==> src/rtl/rts_session_controller.sv <==
// BIST session sequencer: runs PRPG load, scan shift, capture and MISR
// compaction for a programmable number of rounds, then strobes the signature compare.
module rts_session_controller #(
   parameter int SHIFT_SIZE     = 43,
   parameter int CAPTURE_CYCLES = 1,
   parameter int ROUND_W        = 16
) (
   input  logic               clk,
   input  logic               rstIn,
   input  logic               start,
   input  logic               abort,
   input  logic [ROUND_W-1:0] numRounds,
   input  logic               sigMatch,
   output logic               NbarT,
   output logic               rstOut,
   output logic               PRPG_En,
   output logic               SRSG_En,
   output logic               SISA_En,
   output logic               MISR_En,
   output logic               sigCmp_En,
   output logic               busy,
   output logic               done,
   output logic               pass,
   output logic [ROUND_W-1:0] roundCount
);

   localparam int SHIFT_W = $clog2(SHIFT_SIZE + 1);
   localparam int CAP_W   = $clog2(CAPTURE_CYCLES + 1);
   localparam logic [SHIFT_W-1:0] SHIFT_LAST = SHIFT_W'(SHIFT_SIZE - 1);
   localparam logic [CAP_W-1:0]   CAP_LAST   = CAP_W'(CAPTURE_CYCLES - 1);

   typedef enum logic [2:0] {
      S_IDLE, S_RESET, S_GEN_DATA, S_SHIFT, S_CAPTURE, S_GEN_SIG, S_COMPARE, S_DONE
   } state_t;

   state_t               r_state;
   state_t               w_next_state;
   logic [SHIFT_W-1:0]   r_shift_cnt;
   logic [CAP_W-1:0]     r_cap_cnt;
   logic [ROUND_W-1:0]   r_rounds;
   logic [ROUND_W-1:0]   r_round_count;
   logic                 r_pass;
   logic                 w_start_ok;
   logic [ROUND_W:0]     w_round_inc;
   logic                 w_more_rounds;

   assign w_start_ok    = start & ~abort;
   // One extra bit keeps the last-round test exact even at the top of the count range.
   assign w_round_inc   = {1'b0, r_round_count} + (ROUND_W + 1)'(1);
   assign w_more_rounds = w_round_inc < {1'b0, r_rounds};

   assign pass       = r_pass;
   assign roundCount = r_round_count;

   // NOTE: sequential state uses non-blocking assignments so every register
   // samples pre-edge values regardless of process evaluation order.
   always_ff @(posedge clk) begin
      if (rstIn) r_state <= S_IDLE;
      else       r_state <= w_next_state;
   end

   // NOTE: every output and the next state get a default first, so no path
   // through the case leaves a variable unassigned and no latch is inferred.
   always_comb begin
      w_next_state = r_state;
      NbarT        = 1'b0;
      rstOut       = 1'b0;
      PRPG_En      = 1'b0;
      SRSG_En      = 1'b0;
      SISA_En      = 1'b0;
      MISR_En      = 1'b0;
      sigCmp_En    = 1'b0;
      busy         = 1'b0;
      done         = 1'b0;

      case (r_state)
         S_IDLE: begin
            if (w_start_ok) w_next_state = S_RESET;
         end
         S_RESET: begin
            rstOut       = 1'b1;
            NbarT        = 1'b1;
            busy         = 1'b1;
            w_next_state = S_GEN_DATA;
         end
         S_GEN_DATA: begin
            PRPG_En      = 1'b1;
            busy         = 1'b1;
            w_next_state = S_SHIFT;
         end
         S_SHIFT: begin
            SRSG_En = 1'b1;
            SISA_En = 1'b1;
            NbarT   = 1'b1;
            busy    = 1'b1;
            if (r_shift_cnt == SHIFT_LAST) w_next_state = S_CAPTURE;
         end
         S_CAPTURE: begin
            busy = 1'b1;
            if (r_cap_cnt == CAP_LAST) w_next_state = S_GEN_SIG;
         end
         S_GEN_SIG: begin
            MISR_En      = 1'b1;
            busy         = 1'b1;
            w_next_state = w_more_rounds ? S_GEN_DATA : S_COMPARE;
         end
         S_COMPARE: begin
            sigCmp_En    = 1'b1;
            busy         = 1'b1;
            w_next_state = S_DONE;
         end
         S_DONE: begin
            done = 1'b1;
            if (w_start_ok) w_next_state = S_RESET;
         end
         default: w_next_state = S_IDLE;
      endcase

      if (abort) w_next_state = S_IDLE;
   end

   always_ff @(posedge clk) begin
      if (rstIn) begin
         r_shift_cnt   <= '0;
         r_cap_cnt     <= '0;
         r_rounds      <= '0;
         r_round_count <= '0;
         r_pass        <= 1'b0;
      end else if (abort) begin
         r_shift_cnt   <= '0;
         r_cap_cnt     <= '0;
         r_round_count <= '0;
         r_pass        <= 1'b0;
      end else begin
         case (r_state)
            S_IDLE, S_DONE: begin
               if (start) begin
                  // A request for zero rounds still runs one full round.
                  r_rounds      <= (numRounds == '0) ? ROUND_W'(1) : numRounds;
                  r_round_count <= '0;
                  r_pass        <= 1'b0;
               end
            end
            S_GEN_DATA: begin
               r_shift_cnt <= '0;
               r_cap_cnt   <= '0;
            end
            S_SHIFT:   r_shift_cnt   <= r_shift_cnt + SHIFT_W'(1);
            S_CAPTURE: r_cap_cnt     <= r_cap_cnt + CAP_W'(1);
            S_GEN_SIG: r_round_count <= w_round_inc[ROUND_W-1:0];
            S_COMPARE: r_pass        <= sigMatch;
            default: ;
         endcase
      end
   end

endmodule

==> config.mk <==
export PLATFORM = sky130hd
export DESIGN_NAME = rts_session_controller
export DESIGN_NICKNAME = d
export VERILOG_FILES = /design/src/rtl/rts_session_controller.sv
export SDC_FILE = /design/constraint.sdc
export NUM_CORES = 1
export LEC_CHECK = 0
export BUFFER_PORTS_ARGS = -buffer_cell sky130_fd_sc_hd__buf_2
export CORE_ASPECT_RATIO = 1.4
export CORE_MARGIN = 1.5
export CORE_UTILIZATION = 40
export CTS_CLUSTER_SIZE = 20
export DETAILED_ROUTE_END_ITERATION = 10
export SLEW_MARGIN = 25
export SYNTH_ARGS = -nofsm -noshare
export SYNTH_HDL_FRONTEND = slang
export SYNTH_SLANG_ARGS = --single-unit
==> constraint.sdc <==
create_clock -name clk -period 4.6 [get_ports clk]
set_input_delay 0.23 -clock clk [delete_from_list [all_inputs] [get_ports clk]]
set_output_delay 0.23 -clock clk [all_outputs]
set_load 0.02 [all_outputs]
**Yosys cells after proc, flatten, opt, wreduce, memory -nomap -nowiden**

Index checks and enable logic that the tools add are counted.

- Memory bits (read-only): 0
- Word-level logic and storage cells: 58
- Memories: 0
- Bits in latches: 0
- Input port bits: 21
- Memory bits (writable): 0
- Output and inout bits: 26
- Flip-flop bits (word level): 43

- Bitwise operators: 2
- $add $sub $neg: 3
- $mul: 0
- Magnitude comparators: 1
- Shift operators: 0
- Mux-type cells: 20
- Equal/unequal tests: 12
- Reductions and logical operators: 14
- Div/mod/pow operators: 0

Operator list:

| kind | count |
|---|---|
| 2-to-1 mux 16 bit | 2 |
| one-hot mux 16 bit (2 select lines) | 1 |
| one-hot mux 3 bit (7 select lines) | 1 |
| adder 16 x 1 -> 17 bit, second input constant | 1 |
| < comparator 17 x 16 -> 1 bit | 1 |
| logical NOT 16 bit | 1 |
| equality test 3 bit, second input constant | 4 |
| 2-to-1 mux 3 bit | 4 |
| one-hot mux 6 bit (2 select lines) | 1 |
| 2-to-1 mux 1 bit | 9 |
| nonzero test 2 bit | 4 |
| adder 6 x 1 -> 6 bit, second input constant | 1 |
| equality test 3 x 2 -> 1 bit, second input constant | 2 |
| equality test 6 bit, second input constant | 1 |
| AND reduction 3 bit | 2 |
| OR reduction 2 bit | 3 |
| OR reduction 6 bit | 1 |
| != test 2 x 1 -> 1 bit, second input constant | 2 |
| != test 2 bit, second input constant | 2 |
| one-hot mux 1 bit (2 select lines) | 2 |
| AND reduction 2 bit | 2 |
| equality test 3 x 1 -> 1 bit, second input constant | 1 |
| logical NOT 3 bit | 1 |
| adder 1 bit, second input constant | 1 |
| other kinds (2) | 2 |

**Logic depth before layout (Yosys ltp)**

Gate-level depths: netlist of the first run.

- Word-level depth: 4
- Gate-level depth with buffers: 10
- Depth with buffers taken out: 10

**Least setup slack after synthesis of the first run**

Ideal clock, no wire load.

- Path type: register to register
- Start point: register r_round_count[0] (netlist: roundCount[0])
- End point: register r_state[2]
- Arrival: 2.575 ns
- Library setup time: 0.120 ns
- Slack: 1.904 ns
- Path buffers: 0
- Data required time: 4.480 ns
- Stages on the path, launching flop included: 11
- Path through: dfxtp_1 ha_1 nand3_1 nor3_2 nand3_1 xnor2_1 ha_1 a221oi_1 o221ai_1 o21ai_0 a21oi_1

- Word-level cells in the longest chain between the ends: 4

RTL lines:

| item | RTL line | source |
|---|---|---|
| start: declaration | 41 | `logic [ROUND_W-1:0] r_round_count;` |
| start signal: assignment | 150 | `S_GEN_SIG: r_round_count <= w_round_inc[ROUND_W-1:0];` |
| adder 16 x 1 -> 17 bit | 49 | `assign w_round_inc = {1'b0, r_round_count} + (ROUND_W + 1)'(1);` |
| < comparator 17 x 16 -> 1 bit | 50 | `assign w_more_rounds = w_round_inc < {1'b0, r_rounds};` |
| 2-to-1 mux 3 bit | 105 | `w_next_state = w_more_rounds ? S_GEN_DATA : S_COMPARE;` |
| one-hot mux 3 bit (7 select lines) | 76 | `case (r_state)` |
| end signal: assignment | 59 | `else r_state <= w_next_state;` |
| end: declaration | 36 | `state_t r_state;` |

Every way passes these cells.
A chain may end at the register's enable or synchronous reset.

**Worst setup path in the final report of the first run**

Ends and elaborated chain as after synthesis.

==> results of run 1 <==
worst min-delay path, stage by stage:
cell	delay [ps]
buf_2	100
nand2_1	40
a21oi_1	50
registers in the layout (all words and copies together), names as in the netlist:
register / flops
r_rounds: 16
roundCount: 16
r_shift_cnt: 6
r_state: 3
pass: 1
r_cap_cnt: 1
cell families (layout without fill, tap and decap cells):
family / after synthesis / in the layout / share of synthesized area (%)
adders and majority gates: 18 / 18 / 8.67
buffers and inverters: 34 / 72 / 6.31
AOI/OAI and AO/OA: 77 / 77 / 19.0
DFF: 43 / 43 / 33.1
and+or+nand+nor: 122 / 122 / 25.5
muxes: 6 / 6 / 2.31
xor gates and xnor gates: 15 / 15 / 5.06
worst paths after layout:
kind / start / end / slack (ps) / depth (start not counted)
worst min register to register: pass / pass / 490 / 2
worst max-delay path: roundCount[0] / r_state[2] / 1620 / 10
worst min-delay path: sigMatch / pass / 160 / 3
worst max register to register: roundCount[0] / r_state[2] / 1620 / 10
area by class of cell:
type,count,area [µm²],share of cell area [%]
well taps,72,90.1,3.10
clock buffers,5,68.8,2.37
clock inverters,3,15.0,0.517
multi-input cells,238,1570,54.1
inverters,18,67.6,2.33
flip-flops and latches,43,861,29.6
repair buffers,46,230,7.92
through the flow:
stage	hold slack [ps]	area (µm²)	total power, mW	instances
floorplan	366	2600	0.434	315
global placement	472	2820	0.454	417
detailed placement	479	2820	0.455	417
CTS	157	2910	0.694	425
global route	164	2910	0.718	425
finish	165	2910	0.680	425
layer usage:
metal	part of all wire, %	global-route usage [%]	vias to the layer above	wire (µm)
li1	-	-	1209	-
met1	46	22.2	1029	2730
met2	47	28.5	61	2790
met3	4.6	3.41	12	270
met4	2.3	7.26	0	139
met5	0	0	-	0
synth_stat cells (2+ instances only):
master,count,area [µm²]
o31ai_1,4,30.0
a22oi_1,14,105
clkbuf_1,8,30.0
nand2_2,2,12.5
a22o_1,2,17.5
a21o_1,3,22.5
nand3b_1,7,52.6
nor2b_1,4,25.0
nor2_1,44,165
and4_2,3,30.0
nor3_1,7,35.0
o211ai_1,3,22.5
ha_1,18,225
and3_1,5,31.3
or3_1,2,12.5
nand2_1,14,52.6
xor2_1,10,87.6
mux2i_1,6,60.1
a31oi_1,3,18.8
nand2b_1,2,12.5
xnor2_1,5,43.8
dfxtp_1,43,861
or4_1,2,15.0
nand3_1,8,40.0
a21oi_1,23,115
and2_1,5,31.3
buf_4,2,15.0
buf_2,3,15.0
buf_6,2,22.5
o21ai_0,17,85.1
nor4_1,4,25.0
inv_1,17,63.8
nand4_1,3,18.8
power breakdown:
part	switching (mW)	total, mW	internal [mW]
sequential	0.00570	0.385	0.379
combinational	0.0353	0.0603	0.0251
clock	0.131	0.235	0.104
total	0.172	0.680	0.508
layout by cell type, fill, tap and decap left out, drive strengths merged, types with 2 or more instances in the layout:
cell type,count
clkbuf,5
a21o,3
o211ai,3
dfxtp,43
inv,18
or4,2
nor2b,4
clkinv,3
mux2i,6
nor3,9
o31ai,4
xnor2,5
and4,4
a22oi,14
a21oi,23
nand2b,2
nand4,3
a22o,2
buf,46
and3,6
or3,2
nand3b,7
nor4,4
o21ai,18
and2,5
a31oi,4
nand3,9
nand2,16
ha,18
xor2,10
nor2,45
==> run_results.csv, run 1 <==
group,metric,value,unit
worst_hold_path,hp-class,"primary input to flop",
sta,setup_tns,0,ps
synthesis,syn-instance-count,315,
clock_tree,cts.sink_count,43,
sta,clock_skew,5.69,ps
pwr,p_leak,1.29,nW
clock_tree,post_cts.repair.setup_buffers,0,
synthesis,synthFlopType,"dfxtp_1",
cells_and_area,layout.nets,391,
die,top_level_ports,47,
critical_path,path_cells,"ha_1 > nand3_1 > nor3_2 > nand3_1 > xnor2_1 > ha_1 > a221oi_1 > o221ai_1 > o21ai_0 > a21oi_1",
sta,min_period,2980,ps
clock_tree,cts_buffers,5,
global_routing,grt_overflow,0,
critical_path,crit_buf_inv,0,
global_routing,gr-usage-all-layers,17.4,%
critical_path,cp_max_fo,8,
global_routing,grt_start_max_net_pins,23,
critical_path,crit_path_end_kind,"flop",
placement,io_buffer_count,46,
synthesis,synth_seq_cells,43,
clock_tree,cts_resized,0,
die,row_count,34,
cells_and_area,post-route-util,46.5,%
pwr,power_per_cell_area,234,mW/mm²
sta,relSlewSlack,41.2,%
drt,wl,5.93,mm
sta,min_period_over_period,64.7,%
critical_path,crit_family,"simple AND/OR/NAND/NOR gates",
cells_and_area,fill_cells,614,
placement,dpl.hpwl,4.44,mm
cells_and_area,antennaDiodeCount,0,
critical_path,crit_path_top_delay_cell,"nor3_2",
synthesis,synth-edff-count,0,
die,die_w,71.1,µm
synthesis,syn_nets,354,
die,start_util,41.5,%
sta,tightest_slew,882,ps
global_routing,grt_first_pass_wirelength,9.85,mm
critical_path,cpPeakStageDelay,480,ps
pwr,vdd_drop_max,0.000117,V
clock_tree,root_buffer,"clkbuf_8",
clock_tree,cts_tree,"built",
job,drv_cap,0,
placement,gp_congestion,0.805,
drt,drt_iter0_drc,73,
sta,hold_viol_final,0,
critical_path,cp.arrival,3170,ps
clock_tree,holdBufCountCts,0,
run_status,status,"completed",
critical_path,critical_path_class,"flop to flop",
drt,antenna_left,0,
global_routing,antenna_found_initial,0,
die,dieArea,0.00699,mm²
sta,setup_ws,1620,ps
synthesis,synth.avg_cell_area,8.25,µm²
drt,vias,2311,
clock_tree,clk_pin_slew,80,ps
placement,preCtsSetupSlack,1690,ps
die,die_y,98.3,µm
sta,rsz0062_at_grt,"no",
clock_tree,cts.path.max_buffers,2,
clock_tree,clk_latency,300,ps
global_routing,grt_pass1_vias,2116,
synthesis,ys_types,53,
synthesis,ys_seq_area_share,33.1,%
drt,drcViolationCount,0,
synthesis,async_flop_share,0,%
drt,via_per_inst,5.44,
drt,firstDrtPassIters,4,
synthesis,synth_warnings,0,
clock_tree,cts_max_level,2,
critical_path,critPathRequiredTime,4790,ps
die,core-area,0.00625,mm²
sta,fmax,336,MHz
sta,setup_viol,0,
critical_path,startpoint_type,"flop",
sta,drv_slew,0,
drt,wl_per_cell,13.9,µm
synthesis,synth_area,0.00260,mm²
cells_and_area,drive_above_1_share,19.8,%
cells_and_area,area_growth,11.8,%
No activity file was read; power rests on OpenSTA's default activity.
==> run 2: changes to the inputs <==
==> constraint.sdc (replaced) <==
create_clock -name clk -period 3.1 [get_ports clk]
set_input_delay 0.155 -clock clk [delete_from_list [all_inputs] [get_ports clk]]
set_output_delay 0.155 -clock clk [all_outputs]
set_load 0.02 [all_outputs]
==> run 2 against run 1 <==
Register-to-register slack got worse by 1200 ps. Clock power increased by 51%. First-iteration DRC count fell by 6.8%. Worst setup slack got worse by 1200 ps. Largest power group unchanged.
==> run_results.csv, run 2 (synthesis gave the netlist of run 1 again) <==
group,metric,value,unit
global_routing,use_met3,3.10,%
cells_and_area,layout_common_cells,"46 x buf_2, 44 x nor2_1, 43 x dfxtp_1",
die,start_util,41.5,%
cells_and_area,drive_above_1_share,20.2,%
critical_path,critical_path_class,"flop to flop",
drt,vias,2295,
drt,firstDrtPassIters,4,
clock_tree,holdBufCountCts,0,
die,dieArea,0.00699,mm²
sta,fmax,372,MHz
global_routing,grt_overflow,0,
critical_path,cpPeakStageDelay,440,ps
drt,drcViolationCount,0,
critical_path,cp_max_fo,7,
clock_tree,clk_pin_slew,80,ps
cells_and_area,area_growth,12.9,%
clock_tree,cts.path.max_buffers,2,
sta,relSlewSlack,63.1,%
critical_path,path_cells,"ha_1 > nand3_1 > nor3_2 > buf_4 > xor2_1 > ha_1 > a21o_1 > a31oi_1 > o31ai_1 > o21ai_0 > a21oi_1",
clock_tree,cts_max_level,2,
die,top_level_ports,47,
sta,min_period_over_period,86.7,%
cells_and_area,antennaDiodeCount,0,
drt,wl,6.11,mm
critical_path,reg2reg_from,"roundCount[0]",
die,row_count,34,
clock_tree,post_cts.repair.setup_buffers,0,
drt,antenna_left,0,
global_routing,use_met1,23.4,%
clock_tree,root_buffer,"clkbuf_8",
clock_tree,clk_latency,300,ps
critical_path,crit_path_top_delay_cell,"dfxtp_1",
cells_and_area,fill_cells,617,
clock_tree,cts_tree,"built",
global_routing,grt_start_max_net_pins,19,
clock_tree,cts.sink_count,43,
worst_hold_path,min_to,"pass",
cells_and_area,layout.nets,395,
pwr,p_total,1.02,mW
critical_path,r2r_slack,410,ps
die,die_w,71.1,µm
worst_hold_path,holdPathStages,3,
global_routing,antenna_found_initial,0,
sta,drv_slew,0,
sta,setup_viol,0,
critical_path,worstReg2RegEnd,"r_state[2]",
critical_path,cp.arrival,2880,ps
die,core-area,0.00625,mm²
job,drv_cap,0,
worst_hold_path,hp-class,"primary input to flop",
critical_path,crit_top_cell,"ha_1",
critical_path,crit_path_end_kind,"flop",
global_routing,grt_pass1_vias,2100,
pwr,power_per_cell_area,346,mW/mm²
global_routing,busiest_layer,"met2",
clock_tree,cts_resized,0,
sta,rsz0062_at_grt,"no",
global_routing,use_met2,30.1,%
clock_tree,cts_buffers,5,
critical_path,startpoint_type,"flop",
placement,dpl.hpwl,4.59,mm
global_routing,gr-usage-all-layers,18.1,%
pwr,p_leak,1.30,nW
sta,min_period,2690,ps
cells_and_area,layout_commonest_cell,"buf_2",
pwr,vdd_drop_max,0.000178,V
global_routing,grt_first_pass_wirelength,10.1,mm
sta,hold_viol_final,0,
die,die_y,98.3,µm
run_status,status,"completed",
critical_path,critPathRequiredTime,3290,ps
drt,drt_iter0_drc,68,
placement,io_buffer_count,46,
sta,tightest_slew,553,ps
sta,clock_skew,4.72,ps
sta,setup_tns,0,ps
drt,via_per_inst,5.35,
worst_hold_path,hp-start,"sigMatch",
critical_path,rr_worst_depth,11,
placement,gp_congestion,0.802,
drt,wl_per_cell,14.2,µm
[run 2: cell count changes in the layout (fill, tap and decap cells not counted), sizes merged]
| cell | before | now |
|---|---|---|
| buf | 46 | 50 |
| clkinv | 3 | 1 |
| clkbuf | 5 | 7 |
[run 2: final cells by class]
type	count	area, µm²	share of cell area [%]
Multi-Input combinational cell	238	1570	53.6
Sequential cell	43	861	29.4
Timing Repair Buffer	50	260	8.87
Tap cell	72	90.1	3.07
Clock buffer	7	76.3	2.60
Inverter	18	67.6	2.30
Clock inverter	1	5.00	0.171
[run 2: worst max-delay path by stage]
stage,startpoint,end,cells after the start
after floorplan,roundCount[0],r_state[2],10
after global placement,roundCount[0],r_state[2],10
after detailed placement,roundCount[0],r_state[2],10
after CTS,roundCount[0],r_state[2],10
after global routing,roundCount[0],r_state[2],11
final,roundCount[0],r_state[2],11
[run 2: where the power goes]
part           switching [mW]  total [mW]  internal [mW]
Combinational          0.0537      0.0922         0.0385
Sequential            0.00733       0.570          0.563
Clock                   0.196       0.354          0.158
Total                   0.257        1.02          0.759
[run 2: critical path, delay by kind of cell (launching register included)]
kind	cells	cell delay, ps
fa+ha+maj	2	530
simple gates	2	460
xor+xnor	1	180
flops	1	440
buf+inv	1	190
compound gates	5	760
[run 2: through the flow]
step / instances / utilization [%] / worst slack [ps] / hold WS [ps] / cell area [µm²]
2_1_floorplan: 315 / - / 404 / 291 / 2600
3_3_place_gp: 421 / 45.6 / 551 / 398 / 2850
3_5_place_dp: 421 / 45.6 / 432 / 403 / 2850
4_1_cts: 429 / 46.9 / 408 / 81.0 / 2930
5_1_grt: 429 / 46.9 / 56.6 / 89.7 / 2930
6_report: 429 / 46.9 / 413 / 85.0 / 2930
[run 2: metal layers]
| metal | part of all wire [%] | routed length, µm |
|---|---|---|
| met1 | 47 | 2900 |
| met2 | 48 | 2950 |
| met3 | 2.9 | 179 |
| met4 | 1.4 | 85 |
| met5 | 0 | 0 |
